$ cat src/rtl/alu_uart_pkg.sv
// Shared constants for the UART ALU command protocol: FSM encoding,
// byte slots of a request frame and the ALU op codes.
package alu_uart_pkg;

   localparam logic [1:0] ST_IDLE     = 2'd0;
   localparam logic [1:0] ST_LOAD     = 2'd1;
   localparam logic [1:0] ST_WAIT_TX  = 2'd2;
   localparam logic [1:0] ST_WAIT_RES = 2'd3;

   // wire order of a request frame
   localparam logic [1:0] IDX_A  = 2'd0;
   localparam logic [1:0] IDX_B  = 2'd1;
   localparam logic [1:0] IDX_OP = 2'd2;

   localparam logic [5:0] OP_ADD = 6'b100000;
   localparam logic [5:0] OP_SUB = 6'b100010;
   localparam logic [5:0] OP_AND = 6'b100100;
   localparam logic [5:0] OP_OR  = 6'b100101;
   localparam logic [5:0] OP_XOR = 6'b100110;
   localparam logic [5:0] OP_SRA = 6'b000011;
   localparam logic [5:0] OP_SRL = 6'b000010;
   localparam logic [5:0] OP_NOR = 6'b100111;

endpackage

$ cat src/rtl/alu_uart_timeout.sv
// Response timer: saturating up-counter with clear, load and enable; o_tc
// marks the enabled cycle in which the count sits at TERM_CYC-1.
module alu_uart_timeout #(
   parameter int NB_COUNT = 24,
   parameter int TERM_CYC = 2000000
) (
   input  logic                i_clk,
   input  logic                i_reset,
   input  logic                i_clear,
   input  logic                i_load,
   input  logic [NB_COUNT-1:0] i_load_val,
   input  logic                i_enable,
   output logic                o_tc
);

   localparam logic [NB_COUNT-1:0] C_TERM = NB_COUNT'(TERM_CYC - 1);
   localparam logic [NB_COUNT-1:0] C_MAX  = '1;

   logic [NB_COUNT-1:0] r_count;

   always_ff @(posedge i_clk or posedge i_reset) begin
      if (i_reset) begin
         r_count <= '0;
      end else if (i_clear) begin
         r_count <= '0;
      end else if (i_load) begin
         r_count <= i_load_val;
      end else if (i_enable && (r_count != C_MAX)) begin
         r_count <= r_count + 1'b1;
      end
   end

   assign o_tc = i_enable && (r_count == C_TERM);

endmodule

$ cat src/rtl/alu_uart_master.sv
// Host-side initiator for the UART ALU protocol: sends A, B, op as three
// bytes, then waits (bounded) for the single result byte.
//
// state       | meaning
// ------------+-----------------------------------------------------
// ST_IDLE     | ready for a request; frame buffer holds last request
// ST_LOAD     | o_tx_valid pulse for the byte selected by r_idx
// ST_WAIT_TX  | byte in flight, waiting for i_tx_done
// ST_WAIT_RES | all bytes sent, waiting for result byte or timeout
module alu_uart_master
   import alu_uart_pkg::*;
#(
   parameter int NB_DATA     = 8,
   parameter int NB_OPS      = 6,
   parameter int NB_TIMEOUT  = 24,
   parameter int TIMEOUT_CYC = 2000000
) (
   input  logic               i_clk,
   input  logic               i_reset,
   input  logic               i_req_valid,
   output logic               o_req_ready,
   input  logic [NB_DATA-1:0] i_data_a,
   input  logic [NB_DATA-1:0] i_data_b,
   input  logic [NB_OPS-1:0]  i_ops,
   output logic [NB_DATA-1:0] o_tx_data,
   output logic               o_tx_valid,
   input  logic               i_tx_done,
   input  logic [NB_DATA-1:0] i_rx_data,
   input  logic               i_rx_valid,
   output logic [NB_DATA-1:0] o_res,
   output logic               o_res_valid,
   output logic               o_timeout
);

   if (64'(TIMEOUT_CYC) >= (64'd1 << NB_TIMEOUT)) begin : g_bad_timeout
      $error("TIMEOUT_CYC must be below 2**NB_TIMEOUT");
   end
   if (NB_OPS > NB_DATA) begin : g_bad_ops
      $error("NB_OPS must not exceed NB_DATA");
   end

   logic [1:0]         r_state;
   logic [1:0]         r_idx;
   logic [NB_DATA-1:0] r_buf_a;
   logic [NB_DATA-1:0] r_buf_b;
   logic [NB_DATA-1:0] r_buf_op;
   logic [NB_DATA-1:0] r_res;
   logic               r_res_valid;

   logic               w_accept;
   logic               w_last_byte;
   logic               w_tx_end;
   logic               w_timer_clr;
   logic               w_timer_en;
   logic               w_tc;
   logic [NB_DATA-1:0] w_tx_data;

   assign w_accept    = i_req_valid && (r_state == ST_IDLE);
   assign w_last_byte = (r_idx == IDX_OP);
   assign w_tx_end    = (r_state == ST_WAIT_TX) && i_tx_done;
   assign w_timer_clr = w_tx_end && w_last_byte;
   assign w_timer_en  = (r_state == ST_WAIT_RES);

   alu_uart_timeout #(
      .NB_COUNT (NB_TIMEOUT),
      .TERM_CYC (TIMEOUT_CYC)
   ) u_timeout (
      .i_clk      (i_clk),
      .i_reset    (i_reset),
      .i_clear    (w_timer_clr),
      .i_load     (1'b0),
      .i_load_val ({NB_TIMEOUT{1'b0}}),
      .i_enable   (w_timer_en),
      .o_tc       (w_tc)
   );

   always_ff @(posedge i_clk or posedge i_reset) begin
      if (i_reset) begin
         r_state     <= ST_IDLE;
         r_idx       <= IDX_A;
         r_buf_a     <= '0;
         r_buf_b     <= '0;
         r_buf_op    <= '0;
         r_res       <= '0;
         r_res_valid <= 1'b0;
      end else begin
         r_res_valid <= 1'b0;
         case (r_state)
            ST_IDLE: begin
               if (w_accept) begin
                  r_buf_a  <= i_data_a;
                  r_buf_b  <= i_data_b;
                  r_buf_op <= NB_DATA'(i_ops);
                  r_idx    <= IDX_A;
                  r_state  <= ST_LOAD;
               end
            end
            ST_LOAD: begin
               r_state <= ST_WAIT_TX;
            end
            ST_WAIT_TX: begin
               if (i_tx_done) begin
                  if (w_last_byte) begin
                     r_state <= ST_WAIT_RES;
                  end else begin
                     r_idx   <= r_idx + 2'd1;
                     r_state <= ST_LOAD;
                  end
               end
            end
            ST_WAIT_RES: begin
               // a result arriving on the terminal cycle beats the timeout
               if (i_rx_valid) begin
                  r_res       <= i_rx_data;
                  r_res_valid <= 1'b1;
                  r_state     <= ST_IDLE;
               end else if (w_tc) begin
                  r_state <= ST_IDLE;
               end
            end
            default: begin
               r_state <= ST_IDLE;
            end
         endcase
      end
   end

   // byte on the wire follows the index; stable through WAIT_TX
   always_comb begin
      w_tx_data = r_buf_op;
      case (r_idx)
         IDX_A:   w_tx_data = r_buf_a;
         IDX_B:   w_tx_data = r_buf_b;
         default: w_tx_data = r_buf_op;
      endcase
   end

   assign o_req_ready = (r_state == ST_IDLE);
   assign o_tx_valid  = (r_state == ST_LOAD);
   assign o_tx_data   = w_tx_data;
   assign o_res       = r_res;
   assign o_res_valid = r_res_valid;
   assign o_timeout   = (r_state == ST_WAIT_RES) && w_tc && !i_rx_valid;

endmodule

$ cat config.mk
export PLATFORM = sky130hd
export DESIGN_NAME = alu_uart_master
export DESIGN_NICKNAME = d
export VERILOG_FILES = /design/src/rtl/alu_uart_pkg.sv /design/src/rtl/alu_uart_timeout.sv /design/src/rtl/alu_uart_master.sv
export SDC_FILE = /design/constraint.sdc
export NUM_CORES = 1
export LEC_CHECK = 0
export BUFFER_PORTS_ARGS = -buffer_cell sky130_fd_sc_hd__buf_2
export CORE_MARGIN = 1
export CORE_UTILIZATION = 35
export CTS_CLUSTER_SIZE = 28
export DETAILED_ROUTE_END_ITERATION = 6
export SLEW_MARGIN = 5
export SYNTH_ARGS = -nofsm -noshare
export SYNTH_HDL_FRONTEND = slang
export SYNTH_SLANG_ARGS = --single-unit
$ cat constraint.sdc
create_clock -name i_clk -period 2.1 [get_ports i_clk]
set_input_delay 0.21 -clock i_clk [delete_from_list [all_inputs] [get_ports i_clk]]
set_output_delay 0.21 -clock i_clk [all_outputs]
set_load 0.02 [all_outputs]
==> impl_metrics.json, run 1 <==
{
  "seq_area_um2": 1480,
  "hpwlAfterDp_mm": 4.37,
  "power_density_nw_per_um2": 1440,
  "final_common_cell": "dfrtp_1",
  "grt_max_degree": 60,
  "grt_pass1_vias": 2307,
  "ios": 55,
  "nets": 378,
  "p_sw_mw": 2.03,
  "syn_area_um2": 2890,
  "drt_iter0_drc": 96,
  "max_freq_mhz": 487,
  "end_kind": "primary output",
  "crit_type": "reg2out",
  "fin_crit_sh_pct": 97.8,
  "path_clk_slew_ns": 0.07,
  "placed_area_um2": 3350,
  "nFillCells": 769,
  "worstMarginPinSlew_ns": 0.524,
  "yosysTopAreaCellShare_pct": 51.1,
  "first_pass_iters": 5,
  "relSlewSlack_pct": 64.8,
  "grt_usage_pct": 16.0,
  "htree_levels": 3,
  "finalCriticalPeriod_ns": 2.05,
  "clk_latency_ns": 0.34,
  "finClkSkew_ns": 0.00684,
  "areaGrowthSynthToFinish_pct": 26.2,
  "placementRows": 32,
  "core_area_um2": 7850,
  "start_util_pct": 36.8,
  "layout-drive-gt1-share_pct": 39.2,
  "synth_warnings": 0,
  "p_leak_nw": 1.64,
  "synth-edff-count": 0,
  "cp.arrival_ns": 1.84,
  "synthCells": 263,
  "antenna_found_initial": 0,
  "tritoncts": "yes",
  "swShare_pct": 38.8,
  "grt_pass1_wl_mm": 10.7,
  "hold_viol": 0,
  "start_kind": "register",
  "final_cell_mix": "dfrtp_1 (59), buf_2 (53), mux2_2 (31)",
  "drt_wl_total_mm": 6.38,
  "critPathRequiredTime_ns": 1.89,
  "slew_viol_final": 0,
  "async_flop_share_pct": 100,
  "synth-seq-cells": 59,
  "status": "finished clean",
  "antenna_left": 0,
  "overflow": 0,
  "syn_nets": 302,
  "ys.flop_type": "dfrtp_1",
  "clockRootBuffer": "clkbuf_8",
  "die_y_um": 92.8,
  "cts_buffers": 9,
  "dieArea_um2": 8610,
  "path_max_fanout": 2,
  "viasPerCell": 5.13,
  "p_comb_share_pct": 40.3,
  "synth.area.top_cells": "dfrtp_1 (51%), mux2_2 (12%), nand2_1 (3.6%)",
  "vias": 2290,
  "place_congestion": 0.841,
  "synth_top_area_cell": "dfrtp_1",
  "portBuffers": 54,
  "holdWs_ns": 0.0944,
  "power.internal_mw": 3.20,
  "clkSinkCount": 59,
  "antenna_cells": 0,
  "seqPwrFrac_pct": 40.5,
  "p_clk_share_pct": 19.2,
  "ys_seq_area_share_pct": 51.1,
  "drc_errors": 0,
  "hp-class": "in2reg",
  "die_w_um": 92.8,
  "synthDistinctLibCells": 47,
  "multi_input_area_um2": 1390,
  "routedWlPerCell_um": 14.3,
  "ir_drop_v": 0.000575,
  "syn_avg_cell_area_um2": 11.0,
  "cap_violations": 0,
  "setup_viol": 0,
  "rsz0062_at_grt": "yes",
  "clk_path_buf_depth": 2,
  "fin_area_um2": 3640
}
state kept, by name, summed over array words and instances, names as in the netlist:
name               cells
o_res                  8
r_buf_b                8
r_idx                  2
r_state                2
u_timeout.r_count     24
o_res_valid            1
r_buf_op               6
r_buf_a                8
power groups by stage:
stage                     registers, mW  logic [mW]  clock network (mW)
final                              2.12        2.11                1.00
after global routing               2.21        2.33                1.09
after CTS                          2.11        2.10                1.04
after detailed placement           2.12        2.08                   0
after global placement             2.11        2.03                   0
after floorplan                    2.14        1.39                   0
critical path: stages, from the launching register on:
cell and delay, ns:
dfrtp_1 0.40, or4_4 0.57, nor4_4 0.18, nand3_1 0.11, nor2_1 0.10, buf_4 0.14
cells in the mapped netlist (2+ instances only):
| cell | n |
|---|---|
| o21ai_0 | 3 |
| a211oi_1 | 4 |
| nor4_1 | 4 |
| dfrtp_1 | 59 |
| nor2_1 | 21 |
| ha_1 | 4 |
| o31ai_1 | 2 |
| clkbuf_1 | 6 |
| or4_1 | 2 |
| and2_1 | 4 |
| and4_1 | 2 |
| mux2_2 | 31 |
| a21oi_1 | 7 |
| xor2_1 | 4 |
| a31oi_1 | 2 |
| nand4b_1 | 2 |
| nor3_1 | 6 |
| o211ai_1 | 3 |
| or2_2 | 2 |
| nand3_1 | 10 |
| and3_1 | 3 |
| a22oi_1 | 6 |
| inv_1 | 6 |
| nand2_1 | 28 |
| a22o_1 | 5 |
| nand4_1 | 6 |
| xnor2_1 | 11 |
area by class of cell:
class / count / share of cell area (%)
clock buffer: 9 / 3.40
clock inverter: 7 / 1.89
inverter: 6 / 0.618
multi-input combinational: 190 / 38.3
sequential: 59 / 40.5
tap: 102 / 3.50
timing repair buffer: 73 / 11.8
path summary, 6_finish.rpt:
path | to | start | depth (start not counted) | slack (ns)
setup / recovery | o_timeout | u_timeout.r_count[21] | 5 | 0.05
hold / removal | r_buf_a[2] | i_data_a[2] | 2 | 0.09
setup reg to reg | r_state[1] | u_timeout.r_count[21] | 9 | 0.07
hold reg to reg | o_res[0] | o_res[0] | 1 | 0.50
max in group asynchronous | r_buf_b[6] | i_reset | 4 | 1.38
min in group asynchronous | o_res[2] | i_reset | 4 | 0.47
repair_timing:
| item | in CTS | in global routing |
|---|---|---|
| setup buffers | 6 | 1 |
| resized for setup | 1 | 6 |
| pin swaps | 1 | 0 |
| hold buffers | 1 | 0 |
| endpoints found under the hold margin | 59 | 0 |
| endpoints found under the setup margin | 1 | 9 |
| gates cloned | 0 | 0 |
per-layer routing:
layer,wire length [um],global-route usage (%),up-vias
li1,-,-,1100
met1,3000,20.7,1112
met2,2950,25.4,69
met3,316,4.11,9
met4,116,6.92,0
met5,0,0,-
stage by stage:
stage	setup WS [ns]	total power [mW]	utilization, %	TNS (ns)	cells
2_1_floorplan	0.287	3.52	-	0	263
3_3_place_gp	0.282	4.13	42.7	0	422
3_5_place_dp	0.249	4.19	42.7	0	422
4_1_cts	0.0372	5.25	46.0	0	445
5_1_grt	-0.0391	5.62	46.4	-0.0391	446
6_report	0.0472	5.24	46.4	0	446
cell families (layout without fill, tap and decap cells):
logic type / after synthesis / in the layout / synth area share, %
AND/OR/NAND/NOR: 102 / 102 / 19.3
flip-flops: 59 / 59 / 51.1
AO/OA/AOI/OAI: 37 / 37 / 8.93
multiplexers: 32 / 32 / 12.4
XOR/XNOR: 15 / 15 / 4.55
buffers and inverters: 14 / 95 / 1.86
adder cells (fa/ha/maj): 4 / 4 / 1.73
(Power assumes the default switching activity.)
==> run 2, diff against run 1 <==
--- a/config.mk
+++ b/config.mk
@@ -7,9 +7,11 @@
 export LEC_CHECK = 0
 export BUFFER_PORTS_ARGS = -buffer_cell sky130_fd_sc_hd__buf_2
 export CORE_MARGIN = 1
-export CORE_UTILIZATION = 35
+export CORE_UTILIZATION = 50
 export CTS_CLUSTER_SIZE = 28
 export DETAILED_ROUTE_END_ITERATION = 6
+export PLACE_DENSITY = 0.73
+export RECOVER_POWER = 25
 export SLEW_MARGIN = 5
 export SYNTH_ARGS = -nofsm -noshare
 export SYNTH_HDL_FRONTEND = slang
==> run 2 against run 1 <==
The run now ends with negative setup slack left; global-route usage grew 6.0 points; first-iteration DRC count up 53%; die area decreased by 29%; sequential share of layout area up 0.11 points; maximum frequency shrank 3.4%; cell count shrank 7.2%; hold slack improved by 0.0076 ns; clock power increased by 28%; register-to-register slack barely moved; worst setup slack got worse by 0.072 ns.
==> impl_metrics.json, run 2 (synthesis gave the netlist of run 1 again) <==
{
  "status": "finished with violations",
  "violations": "negative setup slack",
  "critical_path.top_delay_family": "simple AND/OR/NAND/NOR gates",
  "die_w_um": 78.0,
  "drc_errors": 0,
  "cp.arrival_ns": 1.91,
  "final_common_cell": "dfrtp_1",
  "worstHoldEndpoint": "r_buf_b[2]",
  "fin_crit_sh_pct": 101,
  "setup_viol": 1,
  "crit_type": "reg2out",
  "final_cell_mix": "dfrtp_1 (59), buf_2 (46), mux2_2 (31)",
  "start_util_pct": 52.1,
  "ff2ff_path_depth": 9,
  "antenna_cells": 0,
  "hold_viol": 0,
  "clockRootBuffer": "clkbuf_8",
  "grt_usage_pct": 22.0,
  "fin_ws_ns": -0.0250,
  "fin_area_um2": 3630,
  "vias": 2296,
  "power_density_nw_per_um2": 1510,
  "path_max_fanout": 2,
  "dieArea_um2": 6080,
  "viasPerCell": 5.55,
  "ios": 55,
  "cts_buffers": 9,
  "path_clk_slew_ns": 0.07,
  "first_pass_iters": 4,
  "end_kind": "primary output",
  "critical_path_buf_inv_count": 1,
  "nets": 376,
  "clk_latency_ns": 0.33,
  "worstMarginPinSlew_ns": 1.09,
  "grt_pass1_vias": 2148,
  "hold_depth": 2,
  "largest-register": "u_timeout.r_count",
  "routedWlPerCell_um": 15.3,
  "regToRegSetupSlack_ns": 0.06,
  "max_freq_mhz": 471,
  "htree_levels": 3,
  "core_area_um2": 5540,
  "r2r-end": "r_state[1]",
  "utilization_pct": 65.6,
  "critPathRequiredTime_ns": 1.89,
  "max_stage_delay_ns": 0.55,
  "drt_iter0_drc": 147,
  "antenna_found_initial": 0,
  "hp-start": "i_data_b[2]",
  "start_kind": "register",
  "largest_register_ffs": 24,
  "finalCriticalPeriod_ns": 2.12,
  "die_y_um": 78.0,
  "finClkSkew_ns": 0.0101,
  "cap_violations": 0,
  "placed_area_um2": 3310,
  "clkSinkCount": 59,
  "overflow": 0,
  "grt_max_degree": 33,
  "antenna_left": 0,
  "p_leak_nw": 1.64,
  "r2r_start": "u_timeout.r_count[21]",
  "areaGrowthSynthToFinish_pct": 25.9,
  "place_ws_ns": 0.235,
  "drt_wl_total_mm": 6.32,
  "place_congestion": 0.900,
  "clk_path_buf_depth": 2,
  "hpwlAfterDp_mm": 4.23,
  "hp-class": "in2reg",
  "ir_drop_v": 0.000862,
  "slew_viol_final": 0,
  "power_mw": 5.49,
  "grt_pass1_wl_mm": 10.2,
  "relSlewSlack_pct": 27.3,
  "crit_slowest_cell": "or4_4",
  "tritoncts": "yes",
  "nFillCells": 446,
  "placementRows": 27,
  "layout-drive-gt1-share_pct": 36.3,
  "crit_path_cell_trace": "or4_4 -> nor4_4 -> nand3_1 -> nor2_1 -> buf_4",
  "portBuffers": 54
}
==> run 2: routing by layer <==
layer	wire length, um	part of all wire [%]	vias up	GRT usage, %
met4	108	1.7	0	9.63
li1	-	-	1105	-
met3	267	4.2	9	5.06
met2	3040	48	56	33.6
met1	2900	46	1126	30.1
met5	0	0	-	0
==> run 2: repair_timing <==
action                     CTS  global route
pin swaps                    1             0
hold endpoints to repair    27             0
gates resized for setup      1             5
buffers inserted             6             0
setup endpoints to repair    1             9
hold buffers                 1             0
==> run 2: final cells by class <==
cell class	instances	area [um2]	area share, %
clock buffers	10	138	3.79
well taps	72	90.1	2.48
repair buffers	71	407	11.2
flip-flops and latches	59	1480	40.6
multi-input cells	190	1390	38.2
inverters	6	22.5	0.620
clock inverters	6	113	3.10
==> run 2: worst max-delay path by stage <==
| stage | start | endpoint | cells past startpoint |
|---|---|---|---|
| final | u_timeout.r_count[21] | o_timeout | 5 |
| after global placement | u_timeout.r_count[21] | o_timeout | 5 |
| after floorplan | u_timeout.r_count[21] | o_timeout | 4 |
| after CTS | u_timeout.r_count[21] | o_timeout | 5 |
| after detailed placement | u_timeout.r_count[21] | o_timeout | 5 |
| after global routing | u_timeout.r_count[13] | o_timeout | 6 |
==> run 2: stage by stage <==
stage,hold slack [ns],setup TNS (ns),instances
final,0.102,-0.0250,414
after floorplan,0.361,0,263
after global routing,0.0941,-0.175,414
after CTS,0.0916,0,414
after global placement,0.323,0,391
after detailed placement,0.319,0,391
==> run 2: worst reg2reg max path, delay by kind of cell, from the launching register on <==
kind	cells	cell delay [ns]
compound gates	2	0.26
simple gates	2	0.74
buf+inv	5	0.52
flops	1	0.40
==> run 2: where the power goes <==
group	leakage, nW	switching, mW	internal, mW	total, mW
logic	0.788	1.13	0.948	2.08
clock network	0.126	0.459	0.822	1.28
registers	0.726	0.451	1.68	2.13
==> run 3, diff against run 2 <==
--- a/config.mk
+++ b/config.mk
@@ -12,6 +12,7 @@
 export DETAILED_ROUTE_END_ITERATION = 6
 export PLACE_DENSITY = 0.73
 export RECOVER_POWER = 25
+export REMOVE_ABC_BUFFERS = 1
 export SLEW_MARGIN = 5
 export SYNTH_ARGS = -nofsm -noshare
 export SYNTH_HDL_FRONTEND = slang
==> run 3 against run 2 <==
The flow now finishes without violations; maximum frequency grew 2.1%; cell count shrank 0.24%; count of clock-buffer cells in the layout up 2; sequential share of layout area rose by 0.70 points; critical path depth unchanged; power decreased by 4.7%; hold slack improved by 0.0097 ns; sequential power about the same; largest power group unchanged; highest routed layer unchanged.
==> impl_metrics.json, run 3 (synthesis gave the netlist of run 1 again) <==
{
  "fin_crit_sh_pct": 99.1,
  "cp.arrival_ns": 1.87,
  "crit_type": "reg2out",
  "largest_register_ffs": 24,
  "max_freq_mhz": 481,
  "grt_pass1_wl_mm": 9.89,
  "finalCriticalPeriod_ns": 2.08,
  "final_common_cell": "dfrtp_1",
  "grt_pass1_vias": 2156,
  "drt_iter0_drc": 118,
  "areaGrowthSynthToFinish_pct": 23.8,
  "ir_drop_v": 0.000632,
  "viasPerCell": 5.43,
  "core_area_um2": 5540,
  "nFillCells": 464,
  "drc_errors": 0,
  "crit_path_cell_trace": "or4_4 -> nor4_4 -> nand3_1 -> nor2_1 -> buf_4",
  "critPathRequiredTime_ns": 1.89,
  "start_util_pct": 52.1,
  "path_max_fanout": 3,
  "final_cell_mix": "dfrtp_1 (59), buf_2 (53), mux2_2 (31)",
  "end_kind": "primary output",
  "die_y_um": 78.0,
  "overflow": 0,
  "place_congestion": 0.881,
  "clk_path_buf_depth": 2,
  "setup_viol": 0,
  "grt_max_degree": 60,
  "clkSinkCount": 59,
  "grt_usage_pct": 21.2,
  "placementRows": 27,
  "finClkSkew_ns": 0.00956,
  "cap_violations": 0,
  "max_stage_delay_ns": 0.53,
  "crit_slowest_cell": "or4_4",
  "die_w_um": 78.0,
  "clk_latency_ns": 0.32,
  "status": "finished clean",
  "path_clk_slew_ns": 0.06,
  "antenna_left": 0,
  "htree_levels": 3,
  "worstMarginPinSlew_ns": 1.41,
  "clockRootBuffer": "clkbuf_8",
  "start_kind": "register",
  "placed_area_um2": 3320,
  "rsz0062_at_grt": "yes",
  "hold_viol": 0,
  "hpwlAfterDp_mm": 4.21,
  "antenna_found_initial": 0,
  "hp-class": "in2reg",
  "routedWlPerCell_um": 14.3,
  "ios": 55,
  "critical_path_buf_inv_count": 1,
  "antenna_cells": 0,
  "slew_viol_final": 0,
  "cts_buffers": 9,
  "p_leak_nw": 1.63,
  "vias": 2243,
  "layout-drive-gt1-share_pct": 37.5,
  "fin_area_um2": 3570,
  "drt_wl_total_mm": 5.92,
  "relSlewSlack_pct": 6.01,
  "critical_path.top_delay_family": "simple AND/OR/NAND/NOR gates",
  "power_density_nw_per_um2": 1460,
  "holdWs_ns": 0.112,
  "dieArea_um2": 6080,
  "nets": 375,
  "largest-register": "u_timeout.r_count",
  "portBuffers": 54,
  "first_pass_iters": 5,
  "tritoncts": "yes"
}
run 3: what timing repair did:
action                                  4_1_cts  5_1_grt
endpoints found under the setup margin        1        1
setup buffers                                 1        2
pin swaps                                     1        1
resized for setup                             1        4
hold endpoints to repair                     59        0
hold buffers                                  1        0
run 3: worst register-to-register path, delay by kind of cell, from the launching register on:
family                     cells  cell delay, ns
adders and majority gates      1            0.24
AOI/OAI and AO/OA              2            0.50
buffers and inverters          1            0.16
DFF                            1            0.41
and+or+nand+nor                3            0.46
run 3: per-layer routing:
metal	global-route usage (%)	share of wire (%)
met1	27.6	45
met2	34.2	49
met3	5.29	5.0
met4	7.96	1.3
met5	0	0
run 3: final timing paths:
path                       slack [ns]               endpoint                  start  depth (start not counted)
max                              0.02              o_timeout  u_timeout.r_count[16]                          5
min                              0.11               o_res[4]           i_rx_data[4]                          2
max reg2reg                      0.25  u_timeout.r_count[21]   u_timeout.r_count[0]                          7
min reg2reg                      0.50   u_timeout.r_count[6]   u_timeout.r_count[6]                          1
max in group asynchronous        0.33   u_timeout.r_count[3]                i_reset                          4
min in group asynchronous        0.93               o_res[4]                i_reset                          4
run 3: final cells by class:
| type | instances | area (um2) | area share [%] |
|---|---|---|---|
| clock buffer | 12 | 155 | 4.34 |
| clock inverter | 4 | 48.8 | 1.37 |
| inverter | 6 | 22.5 | 0.630 |
| multi-input combinational | 190 | 1390 | 38.8 |
| sequential | 59 | 1480 | 41.3 |
| tap | 72 | 90.1 | 2.52 |
| timing repair buffer | 70 | 393 | 11.0 |
run 3: report_power, final:
part | total (mW) | switching, mW | internal [mW]
clock | 1.03 | 0.421 | 0.611
combinational | 2.07 | 1.10 | 0.971
sequential | 2.12 | 0.441 | 1.68
total | 5.23 | 1.96 | 3.26
run 3: through the flow:
stage / power (mW) / cells / setup TNS (ns) / setup slack (ns) / utilization [%]
floorplan: 3.51 / 255 / -12.08 / -0.549 / -
global placement: 4.09 / 393 / 0 / 0.250 / 60.0
detailed placement: 4.17 / 393 / 0 / 0.243 / 60.0
CTS: 5.24 / 411 / 0 / 0.0379 / 64.1
global route: 5.59 / 413 / -0.924 / -0.0498 / 64.5
finish: 5.23 / 413 / 0 / 0.0193 / 64.5
